## src/rtl/ingress_cpl_dispatch_if.sv

```systemverilog
// ingress_cpl_dispatch_if: completion input stream plus the three consumer output streams.
// slave is the dispatcher's view; master is the driving/observing side.
interface ingress_cpl_dispatch_if #(
    parameter int DATA_W  = 256,
    parameter int KEEP_W  = 8,
    parameter int TUSER_W = 8,
    parameter int TAG_W   = 8
);
    logic [DATA_W-1:0]  cpl_data;
    logic [KEEP_W-1:0]  cpl_keep;
    logic [TUSER_W-1:0] cpl_user;
    logic               cpl_sop;
    logic               cpl_eop;
    logic [TAG_W-1:0]   cpl_tag;
    logic               cpl_valid;
    logic               cpl_rdy;
    logic               rxd_m_axis_tx_tready;
    logic [DATA_W-1:0]  rxd_m_axis_tx_tdata;
    logic [KEEP_W-1:0]  rxd_m_axis_tx_tkeep;
    logic               rxd_m_axis_tx_sop;
    logic               rxd_m_axis_tx_eop;
    logic               rxd_m_axis_tx_tvalid;
    logic [TUSER_W-1:0] rxd_m_axis_tx_tuser;
    logic               rxs_m_axis_tx_tready;
    logic [DATA_W-1:0]  rxs_m_axis_tx_tdata;
    logic [KEEP_W-1:0]  rxs_m_axis_tx_tkeep;
    logic               rxs_m_axis_tx_sop;
    logic               rxs_m_axis_tx_eop;
    logic               rxs_m_axis_tx_tvalid;
    logic [TUSER_W-1:0] rxs_m_axis_tx_tuser;
    logic               txd_m_axis_tx_tready;
    logic [DATA_W-1:0]  txd_m_axis_tx_tdata;
    logic [KEEP_W-1:0]  txd_m_axis_tx_tkeep;
    logic               txd_m_axis_tx_sop;
    logic               txd_m_axis_tx_eop;
    logic               txd_m_axis_tx_tvalid;
    logic [TUSER_W-1:0] txd_m_axis_tx_tuser;

    modport slave (
        input  cpl_data, cpl_keep, cpl_user, cpl_sop, cpl_eop, cpl_tag, cpl_valid,
        output cpl_rdy,
        input  rxd_m_axis_tx_tready, rxs_m_axis_tx_tready, txd_m_axis_tx_tready,
        output rxd_m_axis_tx_tdata, rxd_m_axis_tx_tkeep, rxd_m_axis_tx_sop, rxd_m_axis_tx_eop,
               rxd_m_axis_tx_tvalid, rxd_m_axis_tx_tuser,
        output rxs_m_axis_tx_tdata, rxs_m_axis_tx_tkeep, rxs_m_axis_tx_sop, rxs_m_axis_tx_eop,
               rxs_m_axis_tx_tvalid, rxs_m_axis_tx_tuser,
        output txd_m_axis_tx_tdata, txd_m_axis_tx_tkeep, txd_m_axis_tx_sop, txd_m_axis_tx_eop,
               txd_m_axis_tx_tvalid, txd_m_axis_tx_tuser
    );

    modport master (
        output cpl_data, cpl_keep, cpl_user, cpl_sop, cpl_eop, cpl_tag, cpl_valid,
        input  cpl_rdy,
        output rxd_m_axis_tx_tready, rxs_m_axis_tx_tready, txd_m_axis_tx_tready,
        input  rxd_m_axis_tx_tdata, rxd_m_axis_tx_tkeep, rxd_m_axis_tx_sop, rxd_m_axis_tx_eop,
               rxd_m_axis_tx_tvalid, rxd_m_axis_tx_tuser,
        input  rxs_m_axis_tx_tdata, rxs_m_axis_tx_tkeep, rxs_m_axis_tx_sop, rxs_m_axis_tx_eop,
               rxs_m_axis_tx_tvalid, rxs_m_axis_tx_tuser,
        input  txd_m_axis_tx_tdata, txd_m_axis_tx_tkeep, txd_m_axis_tx_sop, txd_m_axis_tx_eop,
               txd_m_axis_tx_tvalid, txd_m_axis_tx_tuser
    );
endinterface

```

## src/rtl/ingress_cpl_dispatch.sv

```systemverilog
// ingress_cpl_dispatch: routes completion TLPs to rxd/rxs/txd by tag[TAG_W-1:TAG_W-2], drops unrouted ones.
// Optional INGRESS_CPL_STAT_EN adds saturating per-destination packet counters and a drop counter.
module ingress_cpl_dispatch #(
    parameter int DATA_W  = 256,
    parameter int KEEP_W  = 8,
    parameter int TUSER_W = 8,
    parameter int TAG_W   = 8
) (
    input  logic clk,
    input  logic rst_n,
    ingress_cpl_dispatch_if.slave bus,
    output logic cpl_unroute_err
`ifdef INGRESS_CPL_STAT_EN
    ,
    output logic [15:0] stat_rxd_pkts,
    output logic [15:0] stat_rxs_pkts,
    output logic [15:0] stat_txd_pkts,
    output logic [15:0] stat_drop_pkts
`endif
);
    localparam logic [1:0] IDLE = 2'd0;
    localparam logic [1:0] FWD  = 2'd1;
    localparam logic [1:0] DROP = 2'd2;

    logic [1:0]         state_q, state_d, dest_q, dest_d, odest_q, odest_d;
    logic [DATA_W-1:0]  odata_q, odata_d;
    logic [KEEP_W-1:0]  okeep_q, okeep_d;
    logic [TUSER_W-1:0] ouser_q, ouser_d;
    logic               osop_q, osop_d, oeop_q, oeop_d, ovld_q, ovld_d, err_q, err_d;
    logic [1:0]         tag_dest, cur_dest;
    logic               out_rdy, fwd_beat, acc, load, sop_acc, tag_unused;

    always_comb begin
        tag_dest   = bus.cpl_tag[TAG_W-1 -: 2];
        tag_unused = ^bus.cpl_tag[TAG_W-3:0];
        cur_dest   = (state_q == FWD) ? dest_q : tag_dest;
        out_rdy    = (odest_q == 2'd0) ? bus.rxd_m_axis_tx_tready :
                     (odest_q == 2'd1) ? bus.rxs_m_axis_tx_tready : bus.txd_m_axis_tx_tready;
        fwd_beat   = (state_q == FWD) | ((state_q == IDLE) & bus.cpl_sop & (tag_dest != 2'b11));
        // Dropped beats (unrouted, DROP state, stray non-SOP in IDLE) never wait on the output stage
        bus.cpl_rdy = fwd_beat ? (!ovld_q | out_rdy) : 1'b1;
        acc        = bus.cpl_valid & bus.cpl_rdy;
        load       = acc & fwd_beat;
        sop_acc    = acc & (state_q == IDLE) & bus.cpl_sop;
        err_d      = sop_acc & (tag_dest == 2'b11);
        dest_d     = sop_acc ? tag_dest : dest_q;
        state_d    = (state_q == IDLE) ? ((sop_acc & !bus.cpl_eop) ? ((tag_dest == 2'b11) ? DROP : FWD) : IDLE) :
                     (acc & bus.cpl_eop) ? IDLE : state_q;
        ovld_d     = load | (ovld_q & !out_rdy);
        odest_d    = load ? cur_dest : odest_q;
        odata_d    = load ? bus.cpl_data : odata_q;
        okeep_d    = load ? bus.cpl_keep : okeep_q;
        ouser_d    = load ? bus.cpl_user : ouser_q;
        osop_d     = load ? bus.cpl_sop : osop_q;
        oeop_d     = load ? bus.cpl_eop : oeop_q;
    end

    always_ff @(posedge clk or negedge rst_n) begin
        if (!rst_n) begin
            state_q <= IDLE;
            dest_q  <= 2'd0;
            odest_q <= 2'd0;
            odata_q <= '0;
            okeep_q <= '0;
            ouser_q <= '0;
            osop_q  <= 1'b0;
            oeop_q  <= 1'b0;
            ovld_q  <= 1'b0;
            err_q   <= 1'b0;
        end else begin
            state_q <= state_d;
            dest_q  <= dest_d;
            odest_q <= odest_d;
            odata_q <= odata_d;
            okeep_q <= okeep_d;
            ouser_q <= ouser_d;
            osop_q  <= osop_d;
            oeop_q  <= oeop_d;
            ovld_q  <= ovld_d;
            err_q   <= err_d;
        end
    end

    assign cpl_unroute_err          = err_q;
    assign bus.rxd_m_axis_tx_tvalid = ovld_q & (odest_q == 2'd0);
    assign bus.rxs_m_axis_tx_tvalid = ovld_q & (odest_q == 2'd1);
    assign bus.txd_m_axis_tx_tvalid = ovld_q & (odest_q == 2'd2);
    assign bus.rxd_m_axis_tx_tdata  = odata_q;
    assign bus.rxs_m_axis_tx_tdata  = odata_q;
    assign bus.txd_m_axis_tx_tdata  = odata_q;
    assign bus.rxd_m_axis_tx_tkeep  = okeep_q;
    assign bus.rxs_m_axis_tx_tkeep  = okeep_q;
    assign bus.txd_m_axis_tx_tkeep  = okeep_q;
    assign bus.rxd_m_axis_tx_tuser  = ouser_q;
    assign bus.rxs_m_axis_tx_tuser  = ouser_q;
    assign bus.txd_m_axis_tx_tuser  = ouser_q;
    assign bus.rxd_m_axis_tx_sop    = osop_q;
    assign bus.rxs_m_axis_tx_sop    = osop_q;
    assign bus.txd_m_axis_tx_sop    = osop_q;
    assign bus.rxd_m_axis_tx_eop    = oeop_q;
    assign bus.rxs_m_axis_tx_eop    = oeop_q;
    assign bus.txd_m_axis_tx_eop    = oeop_q;

`ifdef INGRESS_CPL_STAT_EN
    logic [15:0] stat_rxd_q, stat_rxd_d, stat_rxs_q, stat_rxs_d, stat_txd_q, stat_txd_d, stat_drop_q, stat_drop_d;
    logic        done_rxd, done_rxs, done_txd;

    always_comb begin
        done_rxd    = bus.rxd_m_axis_tx_tvalid & bus.rxd_m_axis_tx_tready & oeop_q;
        done_rxs    = bus.rxs_m_axis_tx_tvalid & bus.rxs_m_axis_tx_tready & oeop_q;
        done_txd    = bus.txd_m_axis_tx_tvalid & bus.txd_m_axis_tx_tready & oeop_q;
        stat_rxd_d  = stat_rxd_q + {15'd0, done_rxd & ~&stat_rxd_q};
        stat_rxs_d  = stat_rxs_q + {15'd0, done_rxs & ~&stat_rxs_q};
        stat_txd_d  = stat_txd_q + {15'd0, done_txd & ~&stat_txd_q};
        stat_drop_d = stat_drop_q + {15'd0, err_d & ~&stat_drop_q};
    end

    always_ff @(posedge clk or negedge rst_n) begin
        if (!rst_n) begin
            stat_rxd_q  <= '0;
            stat_rxs_q  <= '0;
            stat_txd_q  <= '0;
            stat_drop_q <= '0;
        end else begin
            stat_rxd_q  <= stat_rxd_d;
            stat_rxs_q  <= stat_rxs_d;
            stat_txd_q  <= stat_txd_d;
            stat_drop_q <= stat_drop_d;
        end
    end

    assign stat_rxd_pkts  = stat_rxd_q;
    assign stat_rxs_pkts  = stat_rxs_q;
    assign stat_txd_pkts  = stat_txd_q;
    assign stat_drop_pkts = stat_drop_q;
`endif
endmodule

```

## src/flat_wrapper.sv

```systemverilog
// flat-port wrapper written by rule: the top's interface ports become plain ports
module ingress_cpl_dispatch_flat 
#(
    parameter int DATA_W  = 256,
    parameter int KEEP_W  = 8,
    parameter int TUSER_W = 8,
    parameter int TAG_W   = 8
)
  (clk, rst_n, cpl_unroute_err, bus_cpl_data, bus_cpl_keep, bus_cpl_user, bus_cpl_sop, bus_cpl_eop, bus_cpl_tag, bus_cpl_valid, bus_cpl_rdy, bus_rxd_m_axis_tx_tready, bus_rxs_m_axis_tx_tready, bus_txd_m_axis_tx_tready, bus_rxd_m_axis_tx_tdata, bus_rxd_m_axis_tx_tkeep, bus_rxd_m_axis_tx_sop, bus_rxd_m_axis_tx_eop, bus_rxd_m_axis_tx_tvalid, bus_rxd_m_axis_tx_tuser, bus_rxs_m_axis_tx_tdata, bus_rxs_m_axis_tx_tkeep, bus_rxs_m_axis_tx_sop, bus_rxs_m_axis_tx_eop, bus_rxs_m_axis_tx_tvalid, bus_rxs_m_axis_tx_tuser, bus_txd_m_axis_tx_tdata, bus_txd_m_axis_tx_tkeep, bus_txd_m_axis_tx_sop, bus_txd_m_axis_tx_eop, bus_txd_m_axis_tx_tvalid, bus_txd_m_axis_tx_tuser);
  ingress_cpl_dispatch_if #(.DATA_W(DATA_W), .KEEP_W(KEEP_W), .TUSER_W(TUSER_W), .TAG_W(TAG_W)) bus_i ();
  input  logic clk;
  input  logic rst_n;
  output logic cpl_unroute_err;
  input wire logic [$bits(bus_i.cpl_data)-1:0] bus_cpl_data;
  input wire logic [$bits(bus_i.cpl_keep)-1:0] bus_cpl_keep;
  input wire logic [$bits(bus_i.cpl_user)-1:0] bus_cpl_user;
  input wire logic [$bits(bus_i.cpl_sop)-1:0] bus_cpl_sop;
  input wire logic [$bits(bus_i.cpl_eop)-1:0] bus_cpl_eop;
  input wire logic [$bits(bus_i.cpl_tag)-1:0] bus_cpl_tag;
  input wire logic [$bits(bus_i.cpl_valid)-1:0] bus_cpl_valid;
  output wire logic [$bits(bus_i.cpl_rdy)-1:0] bus_cpl_rdy;
  input wire logic [$bits(bus_i.rxd_m_axis_tx_tready)-1:0] bus_rxd_m_axis_tx_tready;
  input wire logic [$bits(bus_i.rxs_m_axis_tx_tready)-1:0] bus_rxs_m_axis_tx_tready;
  input wire logic [$bits(bus_i.txd_m_axis_tx_tready)-1:0] bus_txd_m_axis_tx_tready;
  output wire logic [$bits(bus_i.rxd_m_axis_tx_tdata)-1:0] bus_rxd_m_axis_tx_tdata;
  output wire logic [$bits(bus_i.rxd_m_axis_tx_tkeep)-1:0] bus_rxd_m_axis_tx_tkeep;
  output wire logic [$bits(bus_i.rxd_m_axis_tx_sop)-1:0] bus_rxd_m_axis_tx_sop;
  output wire logic [$bits(bus_i.rxd_m_axis_tx_eop)-1:0] bus_rxd_m_axis_tx_eop;
  output wire logic [$bits(bus_i.rxd_m_axis_tx_tvalid)-1:0] bus_rxd_m_axis_tx_tvalid;
  output wire logic [$bits(bus_i.rxd_m_axis_tx_tuser)-1:0] bus_rxd_m_axis_tx_tuser;
  output wire logic [$bits(bus_i.rxs_m_axis_tx_tdata)-1:0] bus_rxs_m_axis_tx_tdata;
  output wire logic [$bits(bus_i.rxs_m_axis_tx_tkeep)-1:0] bus_rxs_m_axis_tx_tkeep;
  output wire logic [$bits(bus_i.rxs_m_axis_tx_sop)-1:0] bus_rxs_m_axis_tx_sop;
  output wire logic [$bits(bus_i.rxs_m_axis_tx_eop)-1:0] bus_rxs_m_axis_tx_eop;
  output wire logic [$bits(bus_i.rxs_m_axis_tx_tvalid)-1:0] bus_rxs_m_axis_tx_tvalid;
  output wire logic [$bits(bus_i.rxs_m_axis_tx_tuser)-1:0] bus_rxs_m_axis_tx_tuser;
  output wire logic [$bits(bus_i.txd_m_axis_tx_tdata)-1:0] bus_txd_m_axis_tx_tdata;
  output wire logic [$bits(bus_i.txd_m_axis_tx_tkeep)-1:0] bus_txd_m_axis_tx_tkeep;
  output wire logic [$bits(bus_i.txd_m_axis_tx_sop)-1:0] bus_txd_m_axis_tx_sop;
  output wire logic [$bits(bus_i.txd_m_axis_tx_eop)-1:0] bus_txd_m_axis_tx_eop;
  output wire logic [$bits(bus_i.txd_m_axis_tx_tvalid)-1:0] bus_txd_m_axis_tx_tvalid;
  output wire logic [$bits(bus_i.txd_m_axis_tx_tuser)-1:0] bus_txd_m_axis_tx_tuser;
  assign bus_i.cpl_data = bus_cpl_data;
  assign bus_i.cpl_keep = bus_cpl_keep;
  assign bus_i.cpl_user = bus_cpl_user;
  assign bus_i.cpl_sop = bus_cpl_sop;
  assign bus_i.cpl_eop = bus_cpl_eop;
  assign bus_i.cpl_tag = bus_cpl_tag;
  assign bus_i.cpl_valid = bus_cpl_valid;
  assign bus_cpl_rdy = bus_i.cpl_rdy;
  assign bus_i.rxd_m_axis_tx_tready = bus_rxd_m_axis_tx_tready;
  assign bus_i.rxs_m_axis_tx_tready = bus_rxs_m_axis_tx_tready;
  assign bus_i.txd_m_axis_tx_tready = bus_txd_m_axis_tx_tready;
  assign bus_rxd_m_axis_tx_tdata = bus_i.rxd_m_axis_tx_tdata;
  assign bus_rxd_m_axis_tx_tkeep = bus_i.rxd_m_axis_tx_tkeep;
  assign bus_rxd_m_axis_tx_sop = bus_i.rxd_m_axis_tx_sop;
  assign bus_rxd_m_axis_tx_eop = bus_i.rxd_m_axis_tx_eop;
  assign bus_rxd_m_axis_tx_tvalid = bus_i.rxd_m_axis_tx_tvalid;
  assign bus_rxd_m_axis_tx_tuser = bus_i.rxd_m_axis_tx_tuser;
  assign bus_rxs_m_axis_tx_tdata = bus_i.rxs_m_axis_tx_tdata;
  assign bus_rxs_m_axis_tx_tkeep = bus_i.rxs_m_axis_tx_tkeep;
  assign bus_rxs_m_axis_tx_sop = bus_i.rxs_m_axis_tx_sop;
  assign bus_rxs_m_axis_tx_eop = bus_i.rxs_m_axis_tx_eop;
  assign bus_rxs_m_axis_tx_tvalid = bus_i.rxs_m_axis_tx_tvalid;
  assign bus_rxs_m_axis_tx_tuser = bus_i.rxs_m_axis_tx_tuser;
  assign bus_txd_m_axis_tx_tdata = bus_i.txd_m_axis_tx_tdata;
  assign bus_txd_m_axis_tx_tkeep = bus_i.txd_m_axis_tx_tkeep;
  assign bus_txd_m_axis_tx_sop = bus_i.txd_m_axis_tx_sop;
  assign bus_txd_m_axis_tx_eop = bus_i.txd_m_axis_tx_eop;
  assign bus_txd_m_axis_tx_tvalid = bus_i.txd_m_axis_tx_tvalid;
  assign bus_txd_m_axis_tx_tuser = bus_i.txd_m_axis_tx_tuser;
  ingress_cpl_dispatch #(.DATA_W(DATA_W), .KEEP_W(KEEP_W), .TUSER_W(TUSER_W), .TAG_W(TAG_W)) u_core (.clk(clk), .rst_n(rst_n), .bus(bus_i), .cpl_unroute_err(cpl_unroute_err));
endmodule
```

## config.mk

```make
export PLATFORM = sky130hd
export DESIGN_NAME = ingress_cpl_dispatch_flat
export DESIGN_NICKNAME = d
export VERILOG_FILES = /design/src/rtl/ingress_cpl_dispatch_if.sv /design/src/rtl/ingress_cpl_dispatch.sv /design/src/flat_wrapper.sv
export SDC_FILE = /design/constraint.sdc
export NUM_CORES = 1
export LEC_CHECK = 0
export ABC_CLOCK_PERIOD_IN_PS = 2790
export BUFFER_PORTS_ARGS = -buffer_cell sky130_fd_sc_hd__buf_4
export CORE_AREA = 4 4 432 434
export CTS_CLUSTER_DIAMETER = 80
export DETAILED_ROUTE_END_ITERATION = 16
export DIE_AREA = 0 0 436 438
export GPL_ROUTABILITY_DRIVEN = 0
export PLACE_DENSITY = 0.3
export SYNTH_ARGS = -nofsm -noshare
export SYNTH_HDL_FRONTEND = slang
export SYNTH_SLANG_ARGS = --single-unit
```

## constraint.sdc

```tcl
create_clock -name clk -period 2.79 [get_ports clk]
set_input_delay 0.4185 -clock clk [delete_from_list [all_inputs] [get_ports clk]]
set_output_delay 0.4185 -clock clk [all_outputs]
set_load 0.02 [all_outputs]
```

=== Word-level counts from Yosys, hierarchy flattened ===
Cells that the tools add are included.

* Output and inout bits: 827
* Register bits after elaboration: 282
* Word-level logic and storage cells: 45
* Input bits: 288

* Equality and inequality tests: 5
* Bitwise gates (word level): 16
* Multiplexer cells: 8
* Reductions and logical operators: 6

{| class="wikitable"
|+ Operators with widths
! cell !! count
|-
| $and 1x1->1 || 13
|-
| $mux 2 || 5
|-
| $eq 2x1->1 const B || 2
|-
| $eq 2x2->1 const B || 2
|-
| $logic_not 2->1 || 2
|-
| $logic_not 1->1 || 3
|-
| $mux 1 || 3
|-
| $or 1x1->1 || 3
|-
| $ne 2x2->1 const B || 1
|-
| $reduce_bool 2->1 || 1
|}

=== Depth between registers and ports, before layout ===
Gate-level depths: netlist (run 1).

* Word-level depth: 11
* Gate-level depth with buffers: 6
* Mapped depth without buffers: 4

=== Least setup slack after synthesis (run 1) ===
No wires, ideal clock.

* Path type: register to register
* Start: register u_core.odest_q[1]
* End: register u_core.odata_q[194], in the netlist u_core.bus.rxd_m_axis_tx_tdata[194]
* Cell stages (with the launch flop): 7
* Setup time: 0.127 ns
* Required time: 2.663 ns
* Data arrival time: 1.657 ns
* Path slack: 1.006 ns
* Cells stage by stage: dfrtp_1 > nor2b_1 > a22o_2 > nor2_8 > buf_8 > buf_12 > mux2_1

* Word-level cells in the longest chain between the ends: 7
* Elaborated cells between the ends (all ways): 8
* Those cells by class: eq/ne (1); mux (3); bitwise (3); reduce/logical (1)

{| class="wikitable"
|+ RTL lines
! item !! line !! source
|-
| from (decl) || ingress_cpl_dispatch.sv:25 || <nowiki>logic [1:0] state_q, state_d, dest_q, dest_d, odest_q, odest_d;</nowiki>
|-
| from (signal assigned) || ingress_cpl_dispatch.sv:73 || <nowiki>odest_q <= odest_d;</nowiki>
|-
| $eq 2x1->1 || ingress_cpl_dispatch.sv:38 || <nowiki>(odest_q == 2'd1) ? bus.rxs_m_axis_tx_tready : bus.txd_m_axis_tx_tready;</nowiki>
|-
| $mux 1 || ingress_cpl_dispatch.sv:38 ||
|-
| $mux 1 (*) || ingress_cpl_dispatch.sv:37 || <nowiki>out_rdy = (odest_q == 2'd0) ? bus.rxd_m_axis_tx_tready :</nowiki>
|-
| $or 1x1->1 (*) || ingress_cpl_dispatch.sv:41 || <nowiki>bus.cpl_rdy = fwd_beat ? (!ovld_q | out_rdy) : 1'b1;</nowiki>
|-
| $mux 1 (*) || ingress_cpl_dispatch.sv:41 ||
|-
| $and 1x1->1 (*) || ingress_cpl_dispatch.sv:42 || <nowiki>acc = bus.cpl_valid & bus.cpl_rdy;</nowiki>
|-
| $and 1x1->1 (*) || ingress_cpl_dispatch.sv:43 || <nowiki>load = acc & fwd_beat;</nowiki>
|-
| to (signal assigned) || ingress_cpl_dispatch.sv:74 || <nowiki>odata_q <= odata_d;</nowiki>
|-
| to (decl) || ingress_cpl_dispatch.sv:26 || <nowiki>logic [DATA_W-1:0] odata_q, odata_d;</nowiki>
|}

Every way passes the cells marked *; elsewhere a longest branch is shown, timed or not.
A chain may end at the register's enable or synchronous reset.

=== Final worst setup path (run 1) ===
* Start: register u_core.odest_q[0]
* End: output port bus_cpl_rdy

* Word-level cells in the longest chain between the ends: 5
* Elaborated cells between the ends (all ways): 6
* Those cells by class: eq/ne (1); mux (3); bitwise (1); reduce/logical (1)

{| class="wikitable"
|+ RTL lines
! item !! line !! source
|-
| $eq 2x1->1 || ingress_cpl_dispatch.sv:38 ||
|-
| $mux 1 || ingress_cpl_dispatch.sv:38 ||
|-
| $mux 1 (*) || ingress_cpl_dispatch.sv:37 ||
|-
| $or 1x1->1 (*) || ingress_cpl_dispatch.sv:41 ||
|-
| $mux 1 (*) || ingress_cpl_dispatch.sv:41 ||
|-
| to (decl) || flat_wrapper.sv:21 || <nowiki>output wire logic [$bits(bus_i.cpl_rdy)-1:0] bus_cpl_rdy;</nowiki>
|}

Marked as above.

==> results of run 1 <==
-- timing repair --
item | 4_1_cts | 5_1_grt
hold buffers | 269 | 0
endpoints found under the setup margin | 0 | 0
setup buffers | 0 | 0
endpoints found under the hold margin | 319 | 0
-- cell usage after synthesis, types with 4 or more instances --
master   instances  share of area (%)
buf_12          26                3.3
mux2_4         236                 22
dfrtp_1        282                 44
o21ai_0          5               0.16
a21oi_1          4               0.13
mux2_2          25                1.8
buf_4          550                 26
mux2_1          13               0.92
nand2_1          8               0.19
-- per-layer routing --
layer	wire length, µm	GRT usage [%]	up-vias
met2	51900	17.8	471
li1	-	-	5122
met3	10100	4.24	69
met4	1300	1.77	0
met5	0	0	-
met1	36700	10.9	5731
-- kinds of logic after synthesis --
family / after synthesis
muxes: 277
and+or+nand+nor: 23
DFF: 282
buffers and inverters: 578
AOI/OAI and AO/OA: 18
-- sequential cells by signal, summed over array words and instances, names as in the netlist, 2 cells and up --
signal / count
u_core.bus.rxd_m_axis_tx_tdata: 256
u_core.bus.rxd_m_axis_tx_tkeep: 8
u_core.bus.rxd_m_axis_tx_tuser: 8
u_core.dest_q: 2
u_core.odest_q: 2
u_core.state_q: 2
-- power by group through the flow --
| stage | clock (µW) | combinational (µW) | sequential, µW |
|---|---|---|---|
| after floorplan | 0 | 15800 | 10600 |
| after global placement | 0 | 25400 | 10800 |
| after detailed placement | 0 | 25300 | 10900 |
| after CTS | 5710 | 25700 | 10900 |
| after global routing | 5840 | 26200 | 11100 |
| final | 5350 | 25100 | 10600 |
-- placed cells by master (no fill, tap or decap), types with 4 or more instances in the layout --
cell           instances
mux2_1                13
dfrtp_1              282
mux2_4               236
buf_4               1134
nand2_1                8
clkbuf_8               6
a21oi_1                4
buf_12                10
clkbuf_16             44
inv_6                  5
dlygate4sd3_1        269
o21ai_0                5
mux2_2                25
clkbuf_1              14
clkinv_2               6
-- worst min path at each step --
stage                      start                                  end  slack [ns]  cells past startpoint
4_1_cts        bus_cpl_data[128]  u_core.bus.rxd_m_axis_tx_tdata[128]       0.004                      2
5_1_grt        bus_cpl_data[128]  u_core.bus.rxd_m_axis_tx_tdata[128]        0.03                      2
3_3_place_gp    u_core.dest_q[1]                     u_core.dest_q[1]        0.49                      2
2_1_floorplan              rst_n         u_core.bus.rxd_m_axis_tx_eop        0.12                      0
3_5_place_dp    u_core.dest_q[0]                     u_core.dest_q[0]        0.49                      2
6_report       bus_cpl_data[186]  u_core.bus.rxd_m_axis_tx_tdata[186]        0.09                      2
-- stage by stage --
stage,instances,power [µW],utilization [%]
global placement,4130,36300,12.6
floorplan,1178,26400,-
finish,4479,41100,14.8
global route,4477,43200,14.8
CTS,4477,42300,14.8
detailed placement,4130,36200,12.6
-- cell type report --
type / count / area [µm²]
antenna: 2 / 5.00
clock buffer: 64 / 1240
clock inverter: 14 / 120
fill: 20600 / 156000
multi-input combinational: 318 / 4260
sequential: 282 / 7060
tap: 2385 / 2980
timing repair buffer: 1414 / 11400
==> out/qor.txt, run 1 <==
Root Buffer Master = clkbuf_16
Worst Skew = 0.0319 ns
Post-CTS Resized = 0
synthesized instance count = 1178
vias per inst = 2.54
Synth Flop Type = dfrtp_1
Placement Cell Area = 23000 µm²
Port Buffers = 1108
CTS tree = done
endpoints failing hold = 0
Mean Syn Cell Area = 13.6 µm²
cell mode on critical path = buf_4
Routed WL = 100000 µm
max-cap violation count = 0
via count of the routed design = 11400
post-synthesis xor/xnor area fraction = 0%
CP cell instances = mux2i_1 -> a22oi_1 -> buf_4 -> nor2_1 -> o21ai_0 -> buf_4
die width = 436 µm
Initial Utilization = 8.76%
Worst Reg2Reg Path Length in Cells = 6
CTS max path bufs = 3
synth unique cells = 28
multiplexer area fraction after synthesis = 25.0%
Clk pwr share = 13.0%
complex-gate fraction of the synthesized area = 0.735%
largest net degree at the start of global routing = 67
initial antenna violation count = 11
Bufs and invs on worst path = 2
CTS Buf Count = 44
combinational power share = 61.2%
crit path from = u_core.odest_q[0]
Net Sw Power = 20600 µW
layout cells sized above 1 = 70.5%
internal cell power = 20400 µW
Switching Fraction = 50.3%
CTS Sinks = 282
CP max FO = 6
Worst path max stage delay = 0.42 ns
Hold Slack = 0.0901 ns
DP HPWL = 85000 µm
FF+latch count, synth = 282
ys async rst share = 100%
Core Box Area = 183000 µm²
vias in the first global route = 12400
CP Launch Type = flop
max-slew violations = 0
crit path DAT = 2.02 ns
Final Cycle Share = 87.5%
Ys Warns = 0
RR Endpoint = u_core.bus.rxd_m_axis_tx_tdata[236]
Adder-Cell Fraction of Synth Area = 0%
unrepaired setup endpoints after global routing = false
Die Area = 191000 µm²
Final ANT Viol Nets = 0
Final WS setup = 0.348 ns
1st-iter DRT viols = 392
H-tree Lvls = 2
WL per Instance = 22.3 µm
Final Critical Period = 2.44 ns
type of the most critical hold path = in2reg
Post-Syn Area = 16000 µm²
GR Overflow Total = 0
global-route wire length before repair = 126000 µm
number of synthesized flops with an enable pin = 0
CP required = 2.37 ns
r2r startpoint = u_core.odest_q[1]
syn nets = 1466
Critical Path Sink = bus_cpl_rdy
worst slew pin tran = 0.733 ns
Crit. End Element = output port
VDD IR max = 0.000536 V
status = complete, no violations
Reg power frac = 25.8%
largest family of logic cells by synthesized area = buffers and inverters
clk_lat worst skew = 0.62 ns
Design Area, Final = 27100 µm²
fmax = 409 MHz
Layout Nets = 2348
GRT Util Overall = 9.90%
CP top delay family = flip-flops
Leak Pwr = 0.0127 µW
simple-gate portion of the synthesized area = 0.876%
number of remaining DRC errors = 0
I/O pins = 1115
die height = 438 µm
Clk pin slew, worst setup/hold paths = 0.06 ns
Seq/Total Area, Yosys = 44.1%
area added between synthesis and finish = 69.3%
critical path type = reg2out
Slew HR = 51.1%
1st-pass router iterations = 4
Total Neg Setup Slack = 0 ns
CP Depth = 6
flop-to-flop setup slack = 0.54 ns
Setup-failing EPs final = 0
row cnt = 157
Worst path slowest cell = dfrtp_1
Setup WS pre-CTS = 0.467 ns
Pwr Density = 1520 nW/µm²
Note: power is estimated with default switching activity, not from simulation.
==> run 2: changes to the inputs <==
--- a/config.mk
+++ b/config.mk
@@ -12,6 +12,7 @@
 export DETAILED_ROUTE_END_ITERATION = 16
 export DIE_AREA = 0 0 436 438
 export GPL_ROUTABILITY_DRIVEN = 0
+export MAX_ROUTING_LAYER = met4
 export PLACE_DENSITY = 0.3
 export SYNTH_ARGS = -nofsm -noshare
 export SYNTH_HDL_FRONTEND = slang
==> run 2 against run 1 <==
Final area barely moved. First-iteration DRC count down 7.1%. Wire length hardly changed. Hold slack got worse by 0.0012 ns. Sequential power hardly changed. Via count down 0.23%. Count of clock-buffer cells in the layout unchanged. Cell count is essentially flat. Critical path type unchanged. Largest cell class unchanged. Highest routed layer unchanged.
==> out/qor.txt, run 2 (synthesis gave the netlist of run 1 again) <==
status = complete, no violations
max-cap violation count = 0 (unchanged)
GRT Util Overall = 10.2% (+0.29 points)
commonest cells after routing, fill and taps aside = buf_4 (1134), dfrtp_1 (282), dlygate4sd3_1 (269)
CP Launch Type = flop
Worst Reg2Reg Path Length in Cells = 6 (unchanged)
worst slew pin tran = 0.733 ns (-0.000259 ns)
WL per Instance = 22.3 µm (-0.12%)
r2r startpoint = u_core.odest_q[1]
1st-iter DRT viols = 364 (-7.1%)
Total Neg Setup Slack = 0 ns (unchanged)
number of remaining DRC errors = 0 (unchanged)
die width = 436 µm (unchanged)
CTS max path bufs = 3 (unchanged)
Hold Path Origin = bus_cpl_data[186]
Setup WS pre-CTS = 0.467 ns (unchanged)
flop-to-flop setup slack = 0.54 ns (about the same)
1st-pass router iterations = 4 (unchanged)
Hold-fix buffers, CTS = 269 (unchanged)
global-route wire length before repair = 126000 µm (about the same)
max reg flops = 256 (unchanged)
area added between synthesis and finish = 69.3% (about the same)
Routed WL = 99900 µm (about the same)
Layout Nets = 2348 (unchanged)
type of the most critical hold path = in2reg
most common cell after layout, fill and taps aside = buf_4
Core Box Area = 183000 µm² (unchanged)
Port Buffers = 1108 (unchanged)
layout cells sized above 1 = 70.5% (unchanged)
Placement Cell Area = 23000 µm² (unchanged)
row cnt = 157 (unchanged)
Die Area = 191000 µm² (unchanged)
Setup Fix Bufs, Post-CTS = 0 (unchanged)
crit path from = u_core.odest_q[0]
Worst Hold End = u_core.bus.rxd_m_axis_tx_tdata[186]
hold path depth = 2 (unchanged)
clk_lat worst skew = 0.62 ns (about the same)
post-placement cell count = 4130 (unchanged)
H-tree Lvls = 2 (unchanged)
crit path DAT = 2.03 ns (about the same)
fmax = 409 MHz (-0.15%)
CTS Buf Count = 44 (unchanged)
final std cells w/o fill = 4480 (+0.022%)
Leak Pwr = 0.0127 µW (unchanged)
Initial Utilization = 8.76% (unchanged)
die height = 438 µm (unchanged)
RR Endpoint = u_core.bus.rxd_m_axis_tx_tdata[236]
CTS Sinks = 282 (unchanged)
VDD IR max = 0.000543 V (+1.4%)
Worst Skew = 0.0287 ns (-0.00325 ns)
initial antenna violation count = 11 (unchanged)
Final WS setup = 0.344 ns (-0.00364 ns)
vias in the first global route = 12400 (-0.22%)
Tot Pwr = 41000 µW (about the same)
unrepaired setup endpoints after global routing = false
Final ANT Viol Nets = 0 (unchanged)
via count of the routed design = 11400 (-0.23%)
CP required = 2.37 ns (about the same)
CP max FO = 6 (unchanged)
Fill cells = 20600 (-0.0049%)
Crit. End Element = output port
Multi-input gate area = 4260 µm² (unchanged)
Clk pin slew, worst setup/hold paths = 0.05 ns (about the same)
Design Area, Final = 27100 µm² (about the same)
Final Cycle Share = 87.7% (+0.13 points)
CTS tree = done
Post-CTS Resized = 0 (unchanged)
endpoints failing hold = 0 (unchanged)
Seq. cell area = 7060 µm² (unchanged)
Setup-failing EPs final = 0 (unchanged)
Root Buffer Master = clkbuf_16
vias per inst = 2.54 (-0.25%)
DP HPWL = 85000 µm (unchanged)
I/O pins = 1115 (unchanged)
max-slew violations = 0 (unchanged)
GR Overflow Total = 0 (unchanged)
largest net degree at the start of global routing = 67 (unchanged)
Pwr Density = 1520 nW/µm² (about the same)
Final Critical Period = 2.45 ns (+0.00364 ns)
critical path type = reg2out
Slew HR = 51.1% (about the same)
[run 2: cell count changes in the layout (fill, tap and decap cells not counted)]
cell     previous run  this run
diode_2             2         3
[run 2: final cells by class]
| cell class | instances | share of cell area, % |
|---|---|---|
| tap | 2385 | 11.0 |
| clock buffer | 64 | 4.56 |
| timing repair buffer | 1414 | 42.2 |
| multi-input combinational | 318 | 15.7 |
| clock inverter | 14 | 0.443 |
| sequential | 282 | 26.1 |
| antenna | 3 | 0.0277 |
[run 2: power breakdown]
group          internal (µW)  switching (µW)  total (µW)  leakage, µW
Clock                   3090            2270        5350     0.000664
Sequential              6160            4410       10600      0.00332
Combinational          11200           13900       25100      0.00872
[run 2: routing by layer]
| metal | vias up | wire (µm) | track usage, % |
|---|---|---|---|
| li1 | 5111 | - | - |
| met1 | 5728 | 36500 | 10.9 |
| met2 | 461 | 51900 | 17.7 |
| met3 | 67 | 10300 | 4.24 |
| met4 | 0 | 1170 | 1.77 |
| met5 | - | 0 | - |
[run 2: through the flow]
| stage | hold WS, ns | util (%) |
|---|---|---|
| after floorplan | 0.123 | - |
| after global placement | 0.495 | 12.6 |
| after detailed placement | 0.488 | 12.6 |
| after CTS | 0.00368 | 14.8 |
| after global routing | 0.0268 | 14.8 |
| final | 0.0889 | 14.8 |
[run 2: critical path, cell delays in order (launching register included)]
cell and delay, ns:
dfrtp_1 0.42, mux2i_1 0.32, a22oi_1 0.12, buf_4 0.18, nor2_1 0.07, o21ai_0 0.08, buf_4 0.19
[run 2: worst max path at each step]
stage	end	slack (ns)
CTS	bus_cpl_rdy	0.21
finish	bus_cpl_rdy	0.34
global route	bus_cpl_rdy	0.17
detailed placement	u_core.bus.rxd_m_axis_tx_tdata[237]	0.47
floorplan	u_core.bus.rxd_m_axis_tx_tdata[194]	1.01
global placement	u_core.bus.rxd_m_axis_tx_tdata[236]	0.48
